## src/rtl/golden_test_pkg.sv

```systemverilog
// Shared result codes, FSM states and result-priority helpers for the golden-test controller.
package golden_test_pkg;

    typedef enum logic [2:0] {
        RES_RUNNING = 3'd0,
        RES_PASS    = 3'd1,
        RES_FAIL    = 3'd2,
        RES_TIMEOUT = 3'd3
    } result_e;

    typedef enum logic [2:0] {
        ST_IDLE = 3'd0,
        ST_HOLD = 3'd1,
        ST_RUN  = 3'd2,
        ST_EVAL = 3'd3,
        ST_DONE = 3'd4
    } state_e;

    // Codes 4..7 are not defined by the comparators and count as a failure.
    function automatic result_e normResult(input logic [2:0] code);
        result_e res;
        case (code)
            3'd0:    res = RES_RUNNING;
            3'd1:    res = RES_PASS;
            3'd3:    res = RES_TIMEOUT;
            default: res = RES_FAIL;
        endcase
        return res;
    endfunction

    function automatic logic [1:0] resultRank(input result_e res);
        logic [1:0] rank;
        case (res)
            RES_FAIL:    rank = 2'd3;
            RES_TIMEOUT: rank = 2'd2;
            RES_PASS:    rank = 2'd1;
            default:     rank = 2'd0;
        endcase
        return rank;
    endfunction

    function automatic result_e worseResult(input result_e a, input result_e b);
        return (resultRank(b) > resultRank(a)) ? b : a;
    endfunction

endpackage

```

## src/rtl/lock_sync.sv

```systemverilog
// Two-flop synchronizer bringing the asynchronous PLL lock into the clk domain.
module lock_sync (
    input  logic clk,
    input  logic rst,
    input  logic async_i,
    output logic sync_o
);

    logic [1:0] sync_q;

    always_ff @(posedge clk) begin
        if (rst) begin
            sync_q <= 2'b00;
        end else begin
            sync_q <= {sync_q[0], async_i};
        end
    end

    assign sync_o = sync_q[1];

endmodule

```

## src/rtl/golden_test_ctrl.sv

```systemverilog
// Golden-test sequencer: holds channels in reset until lock is stable, runs N_RUNS tests and aggregates results.
// Optional RUN timeout counter enabled by defining GOLDEN_TEST_TIMEOUT_EN.
module golden_test_ctrl
    import golden_test_pkg::*;
#(
    parameter int N_CH           = 4,
    parameter int RESET_DELAY    = 4,
    parameter int TIMEOUT_CYCLES = 1000000,
    parameter int N_RUNS         = 1
) (
    input  logic                          clk,
    input  logic                          rst,
    input  logic                          locked,
    input  logic [N_CH-1:0][2:0]          ch_result,
    output logic [N_CH-1:0]               ch_rst,
    output logic [2:0]                    status,
    output logic [N_CH-1:0]               fail_mask,
    output logic [$clog2(N_RUNS+1)-1:0]   run_cnt,
    output logic                          done
);

    localparam int HOLD_W = (RESET_DELAY > 1) ? $clog2(RESET_DELAY) : 1;
    localparam int RUN_W  = $clog2(N_RUNS + 1);
    localparam logic [HOLD_W-1:0] HOLD_LAST = HOLD_W'(RESET_DELAY - 1);
    localparam logic [RUN_W-1:0]  RUNS_MAX  = RUN_W'(N_RUNS);

    logic lockS;

    state_e                 state_q, state_d;
    logic [HOLD_W-1:0]      holdCnt_q, holdCnt_d;
    logic [N_CH-1:0]        latched_q, latched_d;
    logic [N_CH-1:0][2:0]   latchRes_q, latchRes_d;
    logic [N_CH-1:0]        chRst_q, chRst_d;
    result_e                status_q, status_d;
    logic [N_CH-1:0]        failMask_q, failMask_d;
    logic [RUN_W-1:0]       runCnt_q, runCnt_d;
    logic                   done_q, done_d;

    logic                   allLatched;
    logic                   timeout;
    logic [RUN_W-1:0]       runCntNext;
    logic                   runsComplete;
    result_e                runResult;
    logic [N_CH-1:0]        chNotPass;

    lock_sync u_lock_sync (
        .clk     (clk),
        .rst     (rst),
        .async_i (locked),
        .sync_o  (lockS)
    );

`ifdef GOLDEN_TEST_TIMEOUT_EN
    localparam int TO_W = (TIMEOUT_CYCLES > 1) ? $clog2(TIMEOUT_CYCLES) : 1;
    localparam logic [TO_W-1:0] TO_LAST = TO_W'(TIMEOUT_CYCLES - 1);

    logic [TO_W-1:0] toCnt_q, toCnt_d;

    // Counter sits at zero outside RUN, so every run starts counting from zero.
    always_comb begin
        toCnt_d = '0;
        if (state_q == ST_RUN && lockS) begin
            toCnt_d = toCnt_q + 1'b1;
        end
    end

    always_ff @(posedge clk) begin
        if (rst) begin
            toCnt_q <= '0;
        end else begin
            toCnt_q <= toCnt_d;
        end
    end

    assign timeout = (state_q == ST_RUN) && (toCnt_q == TO_LAST);
`else
    // No counter in this build: RUN only ends once every channel has reported.
    assign timeout = (TIMEOUT_CYCLES < 0);
`endif

    // First non-RUNNING code per channel is captured; latches are wiped outside RUN.
    always_comb begin
        latched_d  = latched_q;
        latchRes_d = latchRes_q;
        if (state_q == ST_RUN) begin
            for (int i = 0; i < N_CH; i++) begin
                if (!latched_q[i] && (ch_result[i] != RES_RUNNING)) begin
                    latched_d[i]  = 1'b1;
                    latchRes_d[i] = normResult(ch_result[i]);
                end
            end
        end else begin
            latched_d  = '0;
            latchRes_d = '0;
        end
        if (!lockS) begin
            latched_d  = '0;
            latchRes_d = '0;
        end
    end

    // A latch landing in the same cycle as the timeout wins over the timeout.
    assign allLatched = &latched_d;

    always_comb begin
        result_e chRes;
        chRes     = RES_RUNNING;
        runResult = RES_PASS;
        chNotPass = '0;
        for (int i = 0; i < N_CH; i++) begin
            chRes        = latched_q[i] ? normResult(latchRes_q[i]) : RES_TIMEOUT;
            chNotPass[i] = (chRes != RES_PASS);
            runResult    = worseResult(runResult, chRes);
        end
    end

    assign runCntNext   = (runCnt_q == RUNS_MAX) ? runCnt_q : runCnt_q + 1'b1;
    assign runsComplete = (runCntNext == RUNS_MAX);

    always_ff @(posedge clk) begin
        if (rst) begin
            state_q <= ST_IDLE;
        end else begin
            state_q <= state_d;
        end
    end

    always_comb begin
        state_d   = state_q;
        holdCnt_d = holdCnt_q;
        case (state_q)
            ST_IDLE: begin
                holdCnt_d = '0;
                if (lockS) begin
                    state_d = ST_HOLD;
                end
            end
            ST_HOLD: begin
                if (holdCnt_q == HOLD_LAST) begin
                    state_d   = ST_RUN;
                    holdCnt_d = '0;
                end else begin
                    holdCnt_d = holdCnt_q + 1'b1;
                end
            end
            ST_RUN: begin
                if (allLatched || timeout) begin
                    state_d = ST_EVAL;
                end
            end
            ST_EVAL: begin
                holdCnt_d = '0;
                state_d   = runsComplete ? ST_DONE : ST_HOLD;
            end
            ST_DONE: begin
                state_d = ST_DONE;
            end
            default: begin
                state_d   = ST_IDLE;
                holdCnt_d = '0;
            end
        endcase
        if (!lockS) begin
            state_d   = ST_IDLE;
            holdCnt_d = '0;
        end
    end

    // Channel reset follows the state being entered so it is registered without extra delay.
    always_comb begin
        chRst_d    = ((state_d == ST_RUN) || (state_d == ST_DONE)) ? '0 : '1;
        status_d   = status_q;
        failMask_d = failMask_q;
        runCnt_d   = runCnt_q;
        done_d     = done_q;
        if (state_q == ST_EVAL) begin
            status_d   = worseResult(status_q, runResult);
            failMask_d = failMask_q | chNotPass;
            runCnt_d   = runCntNext;
            done_d     = runsComplete;
        end
        if (!lockS) begin
            status_d   = RES_RUNNING;
            failMask_d = '0;
            runCnt_d   = '0;
            done_d     = 1'b0;
        end
    end

    always_ff @(posedge clk) begin
        if (rst) begin
            holdCnt_q  <= '0;
            latched_q  <= '0;
            latchRes_q <= '0;
            chRst_q    <= '1;
            status_q   <= RES_RUNNING;
            failMask_q <= '0;
            runCnt_q   <= '0;
            done_q     <= 1'b0;
        end else begin
            holdCnt_q  <= holdCnt_d;
            latched_q  <= latched_d;
            latchRes_q <= latchRes_d;
            chRst_q    <= chRst_d;
            status_q   <= status_d;
            failMask_q <= failMask_d;
            runCnt_q   <= runCnt_d;
            done_q     <= done_d;
        end
    end

    assign ch_rst    = chRst_q;
    assign status    = status_q;
    assign fail_mask = failMask_q;
    assign run_cnt   = runCnt_q;
    assign done      = done_q;

endmodule

```

## config.mk

```make
export PLATFORM = sky130hd
export DESIGN_NAME = golden_test_ctrl
export DESIGN_NICKNAME = d
export VERILOG_FILES = /design/src/rtl/golden_test_pkg.sv /design/src/rtl/lock_sync.sv /design/src/rtl/golden_test_ctrl.sv
export SDC_FILE = /design/constraint.sdc
export NUM_CORES = 1
export LEC_CHECK = 0
export ABC_CLOCK_PERIOD_IN_PS = 4150
export BUFFER_PORTS_ARGS = -buffer_cell sky130_fd_sc_hd__buf_2
export CORE_MARGIN = 3
export CORE_UTILIZATION = 45
export DETAILED_ROUTE_END_ITERATION = 6
export PLACE_DENSITY = 0.78
export SETUP_SLACK_MARGIN = 0.2
export SYNTH_ARGS = -nofsm -noshare
export SYNTH_HDL_FRONTEND = slang
export SYNTH_HIERARCHICAL = 1
export SYNTH_SLANG_ARGS = --single-unit
```

## constraint.sdc

```tcl
create_clock -name clk -period 4.15 [get_ports clk]
set_input_delay 0.83 -clock clk [delete_from_list [all_inputs] [get_ports clk]]
set_output_delay 0.83 -clock clk [all_outputs]
set_load 0.005 [all_outputs]
```

-- After elaboration in Yosys (flattened, before gate mapping)
Index checks and enable logic that the tools add are counted.
- word-level logic and storage cells: 145
- input port bits: 15
- output and inout bits: 13
- register bits after elaboration: 35
- mux-type cells: 42
- bitwise logic cells: 3
- reductions and logical operators: 27
- order comparisons: 5
- $add $sub $neg: 2
- equal/unequal tests: 54
- operator list (kind ; count):
    one-hot mux 2 bit (3 select lines) ; 17
    equality test 3 x 2 -> 1 bit (second input constant) ; 29
    equality test 3 x 1 -> 1 bit (second input constant) ; 18
    2-to-1 mux 3 bit ; 12
    logical NOT 3 bit ; 9
    one-hot mux 3 bit (5 select lines) ; 1
    2-to-1 mux 4 bit ; 3
    inequality test 3 x 1 -> 1 bit (second input constant) ; 4
    nonzero test 3 bit ; 4
    greater-than comparator 2 bit ; 4
    equality test 3 bit (second input constant) ; 2
    2-to-1 mux 2 bit ; 3
    2-to-1 mux 1 bit ; 5
    logical AND 1 bit ; 4
    logical NOT 1 bit ; 4
    bitwise OR 4 bit ; 1
    one-hot mux 2 bit (2 select lines) ; 1
    AND reduction 4 bit ; 1
    OR reduction 2 bit ; 2
    OR reduction 3 bit ; 1
    adder 2 x 1 -> 2 bit (second input constant) ; 1
    equality test 2 bit (second input constant) ; 1
    greater-than comparator 2 x 1 -> 1 bit (second input constant) ; 1
    inverter 1 bit ; 2
    3 further kinds ; 3

-- Logic depth before layout (Yosys ltp)
- depth in word-level cells: 24
- depth in mapped cells: 25
- mapped depth without buffers: 25

-- Cells and area by module
The synthesis kept the hierarchy.
- modules (own cells, without submodules) (module ; instances ; area an instance (µm²) ; cells an instance):
    golden_test_ctrl ; 1 ; 1552.7 ; 195
    lock_sync ; 1 ; 52.6 ; 4

-- Worst setup path after synthesis
OpenSTA, ideal clock, no wires.
- path kind: register to register
- start point: reg latched_q[1]
- end point: reg status_q[0], in the netlist status[0]
- path slack: -454 ps
- arrival: 4471 ps
- buffers on the path: 0
- cell stages (with the launch flop): 25
- period minus slack after synthesis: 4604 ps
- required time: 4018 ps
- library setup time: 132 ps
- cells stage by stage: dfxtp_1 -> nand2b_1 -> ha_1 -> a31o_2 -> ha_1 -> and2_4 -> a211oi_1 -> a21o_2 -> ha_1 -> nor2b_1 -> o21a_1 -> a211o_1 -> a211o_1 -> nand2_1 -> ha_1 -> nor2b_1 -> o21a_1 -> nor3_1 -> a21oi_1 -> ha_1 -> nor2b_1 -> o211ai_1 -> a21oi_1 -> o31ai_1 -> a21oi_1
- cells in the longest elaborated chain, start to end: 18
- ends and longest elaborated chain (what ; RTL line ; RTL):
    start, declared ; golden_test_ctrl.sv:31 ; logic [N_CH-1:0] latched_q, latched_d;
    start signal, assigned ; golden_test_ctrl.sv:202 ; latched_q <= latched_d;
    2-to-1 mux 3 bit * ; golden_test_ctrl.sv:111 ; chRes = latched_q[i] ? normResult(latchRes_q[i]) : RES_TIMEOUT;
    equality test 3 x 1 -> 1 bit / equality test 3 x 2 -> 1 bit (equally long branches) ; golden_test_pkg.sv:33 ; case (res)
    one-hot mux 2 bit (3 select lines) ; golden_test_pkg.sv:33 ;
    greater-than comparator 2 bit ; golden_test_pkg.sv:43 ; return (resultRank(b) > resultRank(a)) ? b : a;
    2-to-1 mux 3 bit * ; golden_test_pkg.sv:43 ;
    equality test 3 x 1 -> 1 bit / equality test 3 x 2 -> 1 bit (equally long branches) ; golden_test_pkg.sv:33 ;
    one-hot mux 2 bit (3 select lines) ; golden_test_pkg.sv:33 ;
    greater-than comparator 2 bit ; golden_test_pkg.sv:43 ;
    [3 not listed] ; - ;
    greater-than comparator 2 bit ; golden_test_pkg.sv:43 ;
    2-to-1 mux 3 bit * ; golden_test_pkg.sv:43 ;
    via runResult[1] ; golden_test_ctrl.sv:43 ; result_e runResult;
    equality test 3 x 1 -> 1 bit / equality test 3 x 2 -> 1 bit (equally long branches) ; golden_test_pkg.sv:33 ;
    one-hot mux 2 bit (3 select lines) * ; golden_test_pkg.sv:33 ;
    2-to-1 mux 2 bit * ; golden_test_ctrl.sv:176 ; if (state_q == ST_EVAL) begin
    greater-than comparator 2 bit * ; golden_test_pkg.sv:43 ;
    AND reduction 2 bit (no source line) * ; - ;
    end signal, assigned ; golden_test_ctrl.sv:205 ; status_q <= status_d;
    end, declared ; golden_test_ctrl.sv:34 ; result_e status_q, status_d;
The timed path passes the listed nets; every way through them passes the cells marked *. The select of a mux whose other input is x is not followed.
A chain may end at the register's enable or synchronous reset.

-- Worst setup path in the final report
- start point: reg latchRes_q[4] in the netlist's numbering
- end point: reg status_q[0], in the netlist status[0]
- cells in the longest elaborated chain, start to end: 20
- ends and longest elaborated chain (what ; RTL line ; RTL):
    start, declared ; golden_test_ctrl.sv:32 ; logic [N_CH-1:0][2:0] latchRes_q, latchRes_d;
    start signal, assigned ; golden_test_ctrl.sv:203 ; latchRes_q <= latchRes_d;
    equality test 3 x 2 -> 1 bit (tied with other cells) ; golden_test_pkg.sv:22 ; case (code)
    one-hot mux 2 bit (3 select lines) * ; golden_test_pkg.sv:22 ;
    2-to-1 mux 3 bit * ; golden_test_ctrl.sv:111 ;
    equality test 3 x 1 -> 1 bit / equality test 3 x 2 -> 1 bit (equally long branches) ; golden_test_pkg.sv:33 ;
    one-hot mux 2 bit (3 select lines) ; golden_test_pkg.sv:33 ;
    greater-than comparator 2 bit ; golden_test_pkg.sv:43 ;
    2-to-1 mux 3 bit * ; golden_test_pkg.sv:43 ;
    equality test 3 x 1 -> 1 bit / equality test 3 x 2 -> 1 bit (equally long branches) ; golden_test_pkg.sv:33 ;
    [5 not listed] ; - ;
    greater-than comparator 2 bit ; golden_test_pkg.sv:43 ;
    2-to-1 mux 3 bit * ; golden_test_pkg.sv:43 ;
    via runResult[1] ; golden_test_ctrl.sv:43 ;
    equality test 3 x 1 -> 1 bit / equality test 3 x 2 -> 1 bit (equally long branches) ; golden_test_pkg.sv:33 ;
    one-hot mux 2 bit (3 select lines) * ; golden_test_pkg.sv:33 ;
    2-to-1 mux 2 bit * ; golden_test_ctrl.sv:176 ;
    greater-than comparator 2 bit * ; golden_test_pkg.sv:43 ;
    AND reduction 2 bit (no source line) * ; - ;
Marks and branches as above.

==> impl_metrics.json <==
{
  "outcome": "complete, but fails checks",
  "violations": "negative setup slack",
  "rsz0062_at_grt": "true",
  "combPwrFrac": 0.049,
  "setup_ws_ns": -0.604,
  "dp_cells": 278,
  "use_met1": 0.220,
  "nets": 272,
  "clock_latency_ns": 0.32,
  "holdPathStages": 1,
  "netlist_instances": 199,
  "port_buffers": 26,
  "clock_sinks": 27,
  "clockBufferDepth": 2,
  "postSynth.asyncResetShare": 0,
  "die_w_um": 65.7,
  "yosysTopAreaCellShare": 0.337,
  "totalWireLength_mm": 3.41,
  "post_drt_wl_per_cell_um": 11.9,
  "regToRegSetupSlack_ns": -0.60,
  "required_ns": 4.35,
  "die_area_um2": 4320,
  "startpoint": "latchRes_q[4]$_SDFFE_PP0P_",
  "grt_max_degree": 15,
  "postLayoutCoreUtil": 0.608,
  "dp_hpwl_mm": 2.64,
  "num_vias": 1445,
  "p_int_uw": 306,
  "drv_slew": 0,
  "p_seq_frac": 0.664,
  "min-delay-start": "u_lock_sync/sync_q[0]$_SDFF_PP0_",
  "synth-main-ff-cell": "dfxtp_1",
  "row_count": 21,
  "vias_per_cell": 5.05,
  "h-tree-depth": 1,
  "diodes": 0,
  "hold_path_end": "u_lock_sync/sync_q[1]$_SDFF_PP0_",
  "synth_area_um2": 1610,
  "r2r-start": "latchRes_q[4]$_SDFFE_PP0P_",
  "grt_use_met3": 0.0103,
  "synth.area.top_cells": "dfxtp_1 (34%), ha_1 (12%), nor2_1 (7.5%), a21oi_1 (5.6%), nor2b_1 (3.9%)",
  "ys_seq_area_frac": 0.337,
  "place_ws_ns": -0.550,
  "endpoint_kind": "flip-flop",
  "min_path_type": "flip-flop to flip-flop",
  "ys_ff_latch": 27,
  "stdcell_count": 286,
  "postCtsHoldBufs": 0,
  "antenna_left": 0,
  "synth_edf_count": 0,
  "cts-root-buf": "clkbuf_4",
  "synth_nets": 230,
  "power_density_nw_per_um2": 190,
  "drv_cap": 0,
  "crit_type": "flip-flop to flip-flop",
  "p_leak_nw": 0.889,
  "yosysTopAreaCell": "dfxtp_1",
  "clock.fmax_mhz": 210,
  "dr.pass1.iters": 4,
  "r2r-end": "status[0]$_SDFFE_PP0P_",
  "crit_path_start_kind": "flip-flop",
  "place_area_um2": 1970,
  "p_sw_frac": 0.220,
  "ioPinCount": 28,
  "path_max_fanout": 4,
  "core_area_um2": 3390,
  "peakVddDrop_v": 0.000151,
  "switching_power_uw": 86.2,
  "die_y_um": 65.7,
  "drtIter0Drc": 58,
  "ys_types": 39,
  "drive_gt1_frac": 0.321,
  "ff2ff_path_depth": 25,
  "top_usage_layer": "met2",
  "area_delta_synth_final_pct": 28.4,
  "antenna_found_initial": 0,
  "gp_congestion": 0.750,
  "ys_warn_count": 6,
  "initial_utilization": 0.474,
  "cp_data_arrival_time_ns": 4.95,
  "syn_avg_cell_area_um2": 8.07,
  "fin_skew_ns": 0.00780,
  "drc": 0,
  "grtUsageMet2": 0.245,
  "finalSetupViolations": 2,
  "grt_first_pass_wirelength_mm": 5.28,
  "grt_pass1_vias": 1211,
  "fin_crit_sh": 1.15,
  "fin_area_um2": 2060,
  "power.total_uw": 393,
  "nFillCells": 332,
  "overflow": 0,
  "fin_crit_ns": 4.75,
  "cts.clk_slew.worst_paths_ns": 0.15,
  "pwr-share-clk": 0.287,
  "numCtsBuffers": 3,
  "grt_use_total": 0.153,
  "hold_violations": 0,
  "cts_tree": "done"
}
==> power by group through the flow <==
stage	combinational (mW)	sequential (mW)	clock, mW
6_report	0.0192	0.261	0.113
5_1_grt	0.0220	0.261	0.129
4_1_cts	0.0193	0.261	0.116
3_5_place_dp	0.0191	0.266	0
3_3_place_gp	0.0189	0.266	0
2_1_floorplan	0.00968	0.266	0
==> logic make-up (layout without fill, tap and decap cells) <==
kind of cell	count (synthesis)	after routing	share of synthesized area
AO/OA/AOI/OAI	49	49	0.204
AND/OR/NAND/NOR	81	81	0.251
buffers and inverters	22	63	0.0647
flip-flops	27	27	0.337
other	1	1	0.00234
adder cells (fa/ha/maj)	16	16	0.125
XOR/XNOR	3	3	0.0164
==> per-layer routing <==
| layer | up-vias | share of wire | wire [µm] |
|---|---|---|---|
| li1 | 756 | - | - |
| met1 | 658 | 0.50 | 1700 |
| met2 | 25 | 0.45 | 1540 |
| met3 | 6 | 0.028 | 94 |
| met4 | 0 | 0.022 | 76 |
| met5 | - | 0 | 0 |
==> repair_timing <==
action	in CTS	in global routing
pin swaps	1	6
resized for setup	1	9
buffers inserted	1	3
setup endpoints to repair	2	2
==> worst max-delay path, cell delays in order (launching register included) <==
cell      delay [ns]
dfxtp_2         0.35
nand2b_4        0.15
ha_4            0.15
a31o_4          0.21
ha_4            0.22
and2_4          0.16
a21o_4          0.20
a21o_4          0.21
buf_4           0.14
ha_4            0.21
nor2b_4         0.12
o21a_1          0.23
a211o_1         0.26
a211o_1         0.31
nand2_1         0.07
ha_1            0.22
nand2_1         0.08
o21a_1          0.18
nor3_2          0.06
a21oi_1         0.16
ha_1            0.26
nor2b_1         0.13
o211ai_1        0.31
a21oi_1         0.08
o31ai_1         0.08
a21oi_1         0.09
==> stage by stage <==
step / hold slack, ns / setup TNS (ns)
floorplan: 0.414 / -0.436
global route: 0.473 / -1.61
global placement: 0.422 / -0.692
CTS: 0.466 / -0.930
finish: 0.462 / -1.19
detailed placement: 0.444 / -1.05
==> state kept, by name (all words and copies together), names as in the netlist <==
register / count
holdCnt_q: 2
status: 2
state_q: 3
u_lock_sync/sync_q: 2
ch_rst: 1
latched_q: 4
fail_mask: 4
latchRes_q: 8
done: 1
==> cell usage after synthesis (all sizes together) (2+ instances only) <==
| library cell | number |
|---|---|
| nor2 | 32 |
| dfxtp | 27 |
| a21oi | 18 |
| ha | 16 |
| nand2 | 15 |
| inv | 11 |
| nand2b | 10 |
| nor2b | 10 |
| a211oi | 6 |
| buf | 6 |
| o21bai | 6 |
| clkbuf | 5 |
| nor4 | 4 |
| o21ai | 4 |
| a21o | 3 |
| a211o | 2 |
| a22oi | 2 |
| a31o | 2 |
| nor3 | 2 |
| o211ai | 2 |
| o21a | 2 |
| xor2 | 2 |
==> how the worst max path moves through the flow <==
stage | to | cells past startpoint | slack, ns
2_1_floorplan | status[0]$_SDFFE_PP0P_ | 25 | -0.24
5_1_grt | status[0]$_SDFFE_PP0P_ | 26 | -0.83
3_5_place_dp | status[0]$_SDFFE_PP0P_ | 25 | -0.55
6_report | status[0]$_SDFFE_PP0P_ | 25 | -0.60
3_3_place_gp | status[0]$_SDFFE_PP0P_ | 26 | -0.36
4_1_cts | status[0]$_SDFFE_PP0P_ | 25 | -0.49
==> cell type report <==
type	count	area [µm²]	area share
clock buffers	4	26.3	0.0128
inverters	11	41.3	0.0200
multi-input cells	150	1090	0.531
flip-flops and latches	27	547	0.265
well taps	46	57.6	0.0279
repair buffers	48	295	0.143
==> cells in the final DEF (no fill, tap or decap), types with 2 or more instances in the layout <==
cell,n
nor2_1,32
buf_2,26
dfxtp_1,24
buf_4,22
a21oi_1,18
nand2_1,15
ha_1,12
inv_1,10
nor2b_1,7
nand2b_1,7
o21bai_1,6
nor4_1,4
ha_4,4
nand2b_4,3
a211oi_2,3
clkbuf_4,3
nor2b_2,2
o21a_1,2
a21o_4,2
o21ai_0,2
a211o_1,2
o211ai_1,2
o21ai_1,2
a22oi_1,2
a211oi_1,2
dfxtp_2,2
Note: power is estimated with default switching activity, not from simulation.
